--- src/rtl/intersection_phase_timer.sv ---
// rtl/intersection_phase_timer.sv - NS/EW traffic phase sequencer with 1 s countdown.
// Fixed green/yellow/all-red cycle, pedestrian shortening and flashing-yellow service mode.
module intersection_phase_timer #(
  parameter int TICK_DIV = 50_000_000,
  parameter int GREEN_S  = 30,
  parameter int YELLOW_S = 4,
  parameter int ALLRED_S = 2
) (
  input  logic       clk_i,
  input  logic       rst_i,
  input  logic       service_en_i,
  input  logic       ped_req_i,
  output logic [2:0] ns_light_o,
  output logic [2:0] ew_light_o,
  output logic [7:0] counter_o,
  output logic       service_n_o,
  output logic       tick_o
);

  localparam int PW = (TICK_DIV > 2) ? $clog2(TICK_DIV) : 1;
  localparam logic [PW-1:0] PRESC_LAST = PW'(TICK_DIV - 1);
  localparam logic [7:0] PED_CNT = 8'd5;

  localparam logic [2:0] LIGHT_RED    = 3'b100;
  localparam logic [2:0] LIGHT_YELLOW = 3'b010;
  localparam logic [2:0] LIGHT_GREEN  = 3'b001;
  localparam logic [2:0] LIGHT_DARK   = 3'b000;

  typedef enum logic [2:0] {
    NS_GREEN,
    NS_YELLOW,
    ALLRED_A,
    EW_GREEN,
    EW_YELLOW,
    ALLRED_B,
    SERVICE
  } state_t;

  state_t        state_q, state_d;
  state_t        next_phase;
  logic [7:0]    cnt_q, cnt_d;
  logic [PW-1:0] presc_q, presc_d;
  logic          ped_q, ped_d;
  logic          flash_q, flash_d;
  logic [2:0]    ns_q, ns_d;
  logic [2:0]    ew_q, ew_d;
  logic          svc_n_q, svc_n_d;
  logic          tick_q, tick_d;

  logic tick;
  logic green;
  logic ped_pend;
  logic shorten;

  function automatic logic [7:0] phase_len(input state_t s);
    case (s)
      NS_GREEN, EW_GREEN:   phase_len = 8'(GREEN_S);
      NS_YELLOW, EW_YELLOW: phase_len = 8'(YELLOW_S);
      default:              phase_len = 8'(ALLRED_S);
    endcase
  endfunction

  always_comb begin
    case (state_q)
      NS_GREEN:  next_phase = NS_YELLOW;
      NS_YELLOW: next_phase = ALLRED_A;
      ALLRED_A:  next_phase = EW_GREEN;
      EW_GREEN:  next_phase = EW_YELLOW;
      EW_YELLOW: next_phase = ALLRED_B;
      default:   next_phase = NS_GREEN;
    endcase
  end

  // The request pulse counts as pending on the very edge it is sampled.
  assign tick     = (presc_q == PRESC_LAST);
  assign green    = (state_q == NS_GREEN) || (state_q == EW_GREEN);
  assign ped_pend = ped_q | ped_req_i;
  assign shorten  = green && ped_pend && (cnt_q > PED_CNT);

  always_comb begin
    state_d = state_q;
    cnt_d   = cnt_q;
    presc_d = tick ? '0 : presc_q + 1'b1;
    ped_d   = ped_pend;
    flash_d = flash_q;

    if (service_en_i) begin
      state_d = SERVICE;
      cnt_d   = 8'd0;
      ped_d   = 1'b0;
      if (state_q != SERVICE) begin
        flash_d = 1'b1;
      end else if (tick) begin
        flash_d = ~flash_q;
      end
    end else if (state_q == SERVICE) begin
      state_d = ALLRED_B;
      cnt_d   = 8'(ALLRED_S);
      presc_d = '0;
      ped_d   = 1'b0;
      flash_d = 1'b1;
    end else begin
      if (green && ped_pend) begin
        ped_d = 1'b0;
      end
      if (shorten) begin
        cnt_d = PED_CNT;
      end else if (tick) begin
        if (cnt_q > 8'd1) begin
          cnt_d = cnt_q - 8'd1;
        end else begin
          state_d = next_phase;
          cnt_d   = phase_len(next_phase);
        end
      end
    end
  end

  // Outputs decode the next state so they land on the same edge as the state register.
  always_comb begin
    ns_d    = LIGHT_RED;
    ew_d    = LIGHT_RED;
    svc_n_d = 1'b1;
    tick_d  = (presc_d == PRESC_LAST);
    case (state_d)
      NS_GREEN:  ns_d = LIGHT_GREEN;
      NS_YELLOW: ns_d = LIGHT_YELLOW;
      EW_GREEN:  ew_d = LIGHT_GREEN;
      EW_YELLOW: ew_d = LIGHT_YELLOW;
      SERVICE: begin
        ns_d    = flash_d ? LIGHT_YELLOW : LIGHT_DARK;
        ew_d    = flash_d ? LIGHT_YELLOW : LIGHT_DARK;
        svc_n_d = 1'b0;
      end
      default: ;
    endcase
  end

  always_ff @(posedge clk_i) begin
    if (rst_i) begin
      state_q <= ALLRED_B;
      cnt_q   <= 8'(ALLRED_S);
      presc_q <= '0;
      ped_q   <= 1'b0;
      flash_q <= 1'b1;
      ns_q    <= LIGHT_RED;
      ew_q    <= LIGHT_RED;
      svc_n_q <= 1'b1;
      tick_q  <= 1'b0;
    end else begin
      state_q <= state_d;
      cnt_q   <= cnt_d;
      presc_q <= presc_d;
      ped_q   <= ped_d;
      flash_q <= flash_d;
      ns_q    <= ns_d;
      ew_q    <= ew_d;
      svc_n_q <= svc_n_d;
      tick_q  <= tick_d;
    end
  end

  assign ns_light_o  = ns_q;
  assign ew_light_o  = ew_q;
  assign counter_o   = cnt_q;
  assign service_n_o = svc_n_q;
  assign tick_o      = tick_q;

endmodule

--- config.mk ---
export PLATFORM = sky130hd
export DESIGN_NAME = intersection_phase_timer
export DESIGN_NICKNAME = d
export VERILOG_FILES = /design/src/rtl/intersection_phase_timer.sv
export SDC_FILE = /design/constraint.sdc
export NUM_CORES = 1
export LEC_CHECK = 0
export ABC_AREA = 1
export CELL_PAD_IN_SITES_DETAIL_PLACEMENT = 0
export CELL_PAD_IN_SITES_GLOBAL_PLACEMENT = 1
export CORE_MARGIN = 3
export CORE_UTILIZATION = 32
export CTS_CLUSTER_SIZE = 28
export DETAILED_ROUTE_END_ITERATION = 8
export PLACE_DENSITY = 0.68
export SETUP_SLACK_MARGIN = 0.1
export SLEW_MARGIN = 20
export SYNTH_ARGS = -nofsm -noshare
export SYNTH_HDL_FRONTEND = slang
export SYNTH_SLANG_ARGS = --single-unit
--- constraint.sdc ---
create_clock -name clk_i -period 3.43 [get_ports clk_i]
set_clock_uncertainty 0.15 [all_clocks]
set_input_delay 1.029 -clock clk_i [delete_from_list [all_inputs] [get_ports clk_i]]
set_output_delay 1.029 -clock clk_i [all_outputs]
set_load 0.05 [all_outputs]
==> flow_summary.yaml <==
outcome:
  status: "finished, final reports clean"
setup_path:
  critPathMaxStageDelay_ns: 0.84
  worstSetupPathType: "register to output port"
  critical_path.max_fanout: 6
  cp_slowest_cell: "clkdlybuf4s50_1"
  path_buf_inv: 1
  cpLargestDelayFamily: "buffers and inverters"
  cp-end-kind: "output port"
  cp_cell_sequence: "clkdlybuf4s50_1"
  cp.required_ns: 2.25
  cp.arrival_ns: 1.59
  cp-start-kind: "register"
timing:
  timing.hold.ws_ns: 0.314
  tns_ns: 0
  slew_violations: 0
  slew-limit-headroom: 0.659
  setup_violations: 0
  max_freq_mhz: 361
  post-route-period-util: 0.807
  tightest_slew_ns: 0.510
  period_minus_slack_ns: 2.77
  grt_setup_unrepaired: "false"
  final_hold_viol_count: 0
routing:
  avgRoutedWirePerCell_um: 12.9
  vias_per_cell: 4.71
  remaining_drc_errors: 0
  drtIter0Drc: 139
  first_pass_iters: 4
  routed-via-count: 2579
  routed_wl_mm: 7.05
  ant_nets: 0
cts:
  path_clk_slew_ns: 0.09
  clockRootBuffer: "clkbuf_8"
  cts.repair.resized: 0
  cts_setup_buffers: 0
  cts_sinks: 47
  insertion_delay_ns: 0.31
  hold_buffers: 0
  cts_buffers: 5
  cts_tree: "done"
  cts_buffer_depth: 2
  cts.htree.levels: 2
floorplanning:
  io_pins: 20
  dieWidth_um: 99.2
  rows: 33
  fp.dieH_um: 99.2
  core_mm2: 0.00834
  start_util: 0.333
  dieArea_mm2: 0.00983
yosys:
  synthCells: 417
  synth_warnings: 0
  synthesis.area_mm2: 0.00278
  syn_avg_cell_area_um2: 6.66
  ys_seq_area_frac: 0.339
  syn_nets: 424
  synth_seq_cells: 47
  yosys.cell_types.count: 33
power_and_ir_drop:
  pwr_density_cell_mw_per_mm2: 359
  power_leakage_uw: 0.00127
  peakVddDrop_mv: 0.227
  fin_total_pwr_uw: 1160
global_route:
  grt-ovfl-total: 0
  antenna_found_initial: 0
  grt_pass1_wl_mm: 12.1
  first_global_vias: 2565
  grtUsageTotal: 0.152
  grt_max_degree: 20
cells_and_area:
  n_antenna_cell: 0
  drive_above_1_share: 0.124
  fin_nets: 449
  final_cell_mix: "nand2_1, nor2_1, inv_1, dfxtp_1, nand3_1"
  final_common_cell: "nand2_1"
  area_growth_pct: 16.3
flow_run:
  drv_cap: 0
place:
  port_buffers: 19
  place_hpwl_mm: 5.57
  place.gp.congestion: 0.864
min_path:
  hp-class: "register to register"
==> registers in the layout (all words and copies together) (netlist names) <==
name and count:
ns_light_o 3, counter_o 8, presc_q 26, state_q 3
tick_o 1, ped_q 1, flash_q 1, ew_light_o 3
service_n_o 1
==> routing by layer <==
layer,up-vias,track usage,share of wire
met3,8,0.0224,0.024
li1,1385,-,-
met5,-,0,0
met1,1151,0.205,0.49
met2,35,0.245,0.46
met4,0,0.0620,0.018
==> path summary, 6_finish.rpt <==
kind / startpoint / endpoint / slack [ns] / depth (start not counted)
setup / recovery: counter_o[5] / counter_o[5] / 0.66 / 1
hold reg to reg: presc_q[0] / presc_q[0] / 0.31 / 1
hold / removal: presc_q[0] / presc_q[0] / 0.31 / 1
setup reg to reg: presc_q[0] / presc_q[18] / 1.29 / 10
==> synth_stat cells <==
library cell  instances  share of area
clkbuf_1              1         0.0014
nand3_2               4          0.014
inv_2                 7         0.0095
inv_1                54          0.073
nor2_1               73          0.099
or2_0                 2         0.0045
xor2_1                9          0.028
a21oi_2               1         0.0032
nand2_2              11          0.025
dfxtp_1              47           0.34
buf_4                 2         0.0054
o21bai_2              1         0.0041
o21ai_0              14          0.025
nand4_1              16          0.036
and2_1                1         0.0023
clkinv_2              1         0.0018
nor2_4                6          0.024
nand3_1              37          0.067
o21bai_1              1         0.0027
nand2_1              74           0.10
nor3b_1               1         0.0027
nor3_1               13          0.023
xnor2_1               5          0.016
a21oi_1              11          0.020
nor2_2                7          0.016
buf_6                 1         0.0041
ha_1                  3          0.014
nor3_2                4          0.014
a211oi_1              3         0.0081
a31oi_1               4         0.0090
nand2_4               1         0.0041
buf_2                 1         0.0018
o31ai_1               1         0.0027
==> through the flow <==
step	area [um2]	cells	util	setup WS [ns]
after detailed placement	3090	540	0.371	0.539
final	3230	548	0.387	0.661
after CTS	3230	548	0.387	0.638
after global placement	3090	540	0.371	0.612
after floorplan	2780	417	-	1.17
after global routing	3230	548	0.387	0.597
==> report_power, final <==
part	leakage, uW	total, uW	switching, uW	internal [uW]
logic	0.000828	106	70.6	34.9
clock network	0.0000644	493	202	291
registers	0.000382	562	6.75	555
total	0.00127	1160	280	881
==> cell type report <==
type,instances,area [um2]
inverter,62,234
fill,907,5110
multi-input combinational,303,1570
timing repair buffer,23,220
clock inverter,3,67.6
clock buffer,5,68.8
sequential,47,941
tap,105,131
==> logic make-up (layout without fill, tap and decap cells) <==
family | Yosys count | in the layout | synth area share
AOI/OAI and AO/OA | 36 | 36 | 0.0748
xor gates and xnor gates | 14 | 14 | 0.0441
adders and majority gates | 3 | 3 | 0.0135
buffers and inverters | 67 | 93 | 0.0968
DFF | 47 | 47 | 0.339
and+or+nand+nor | 250 | 250 | 0.432
Power figures use the tool's default switching activity.
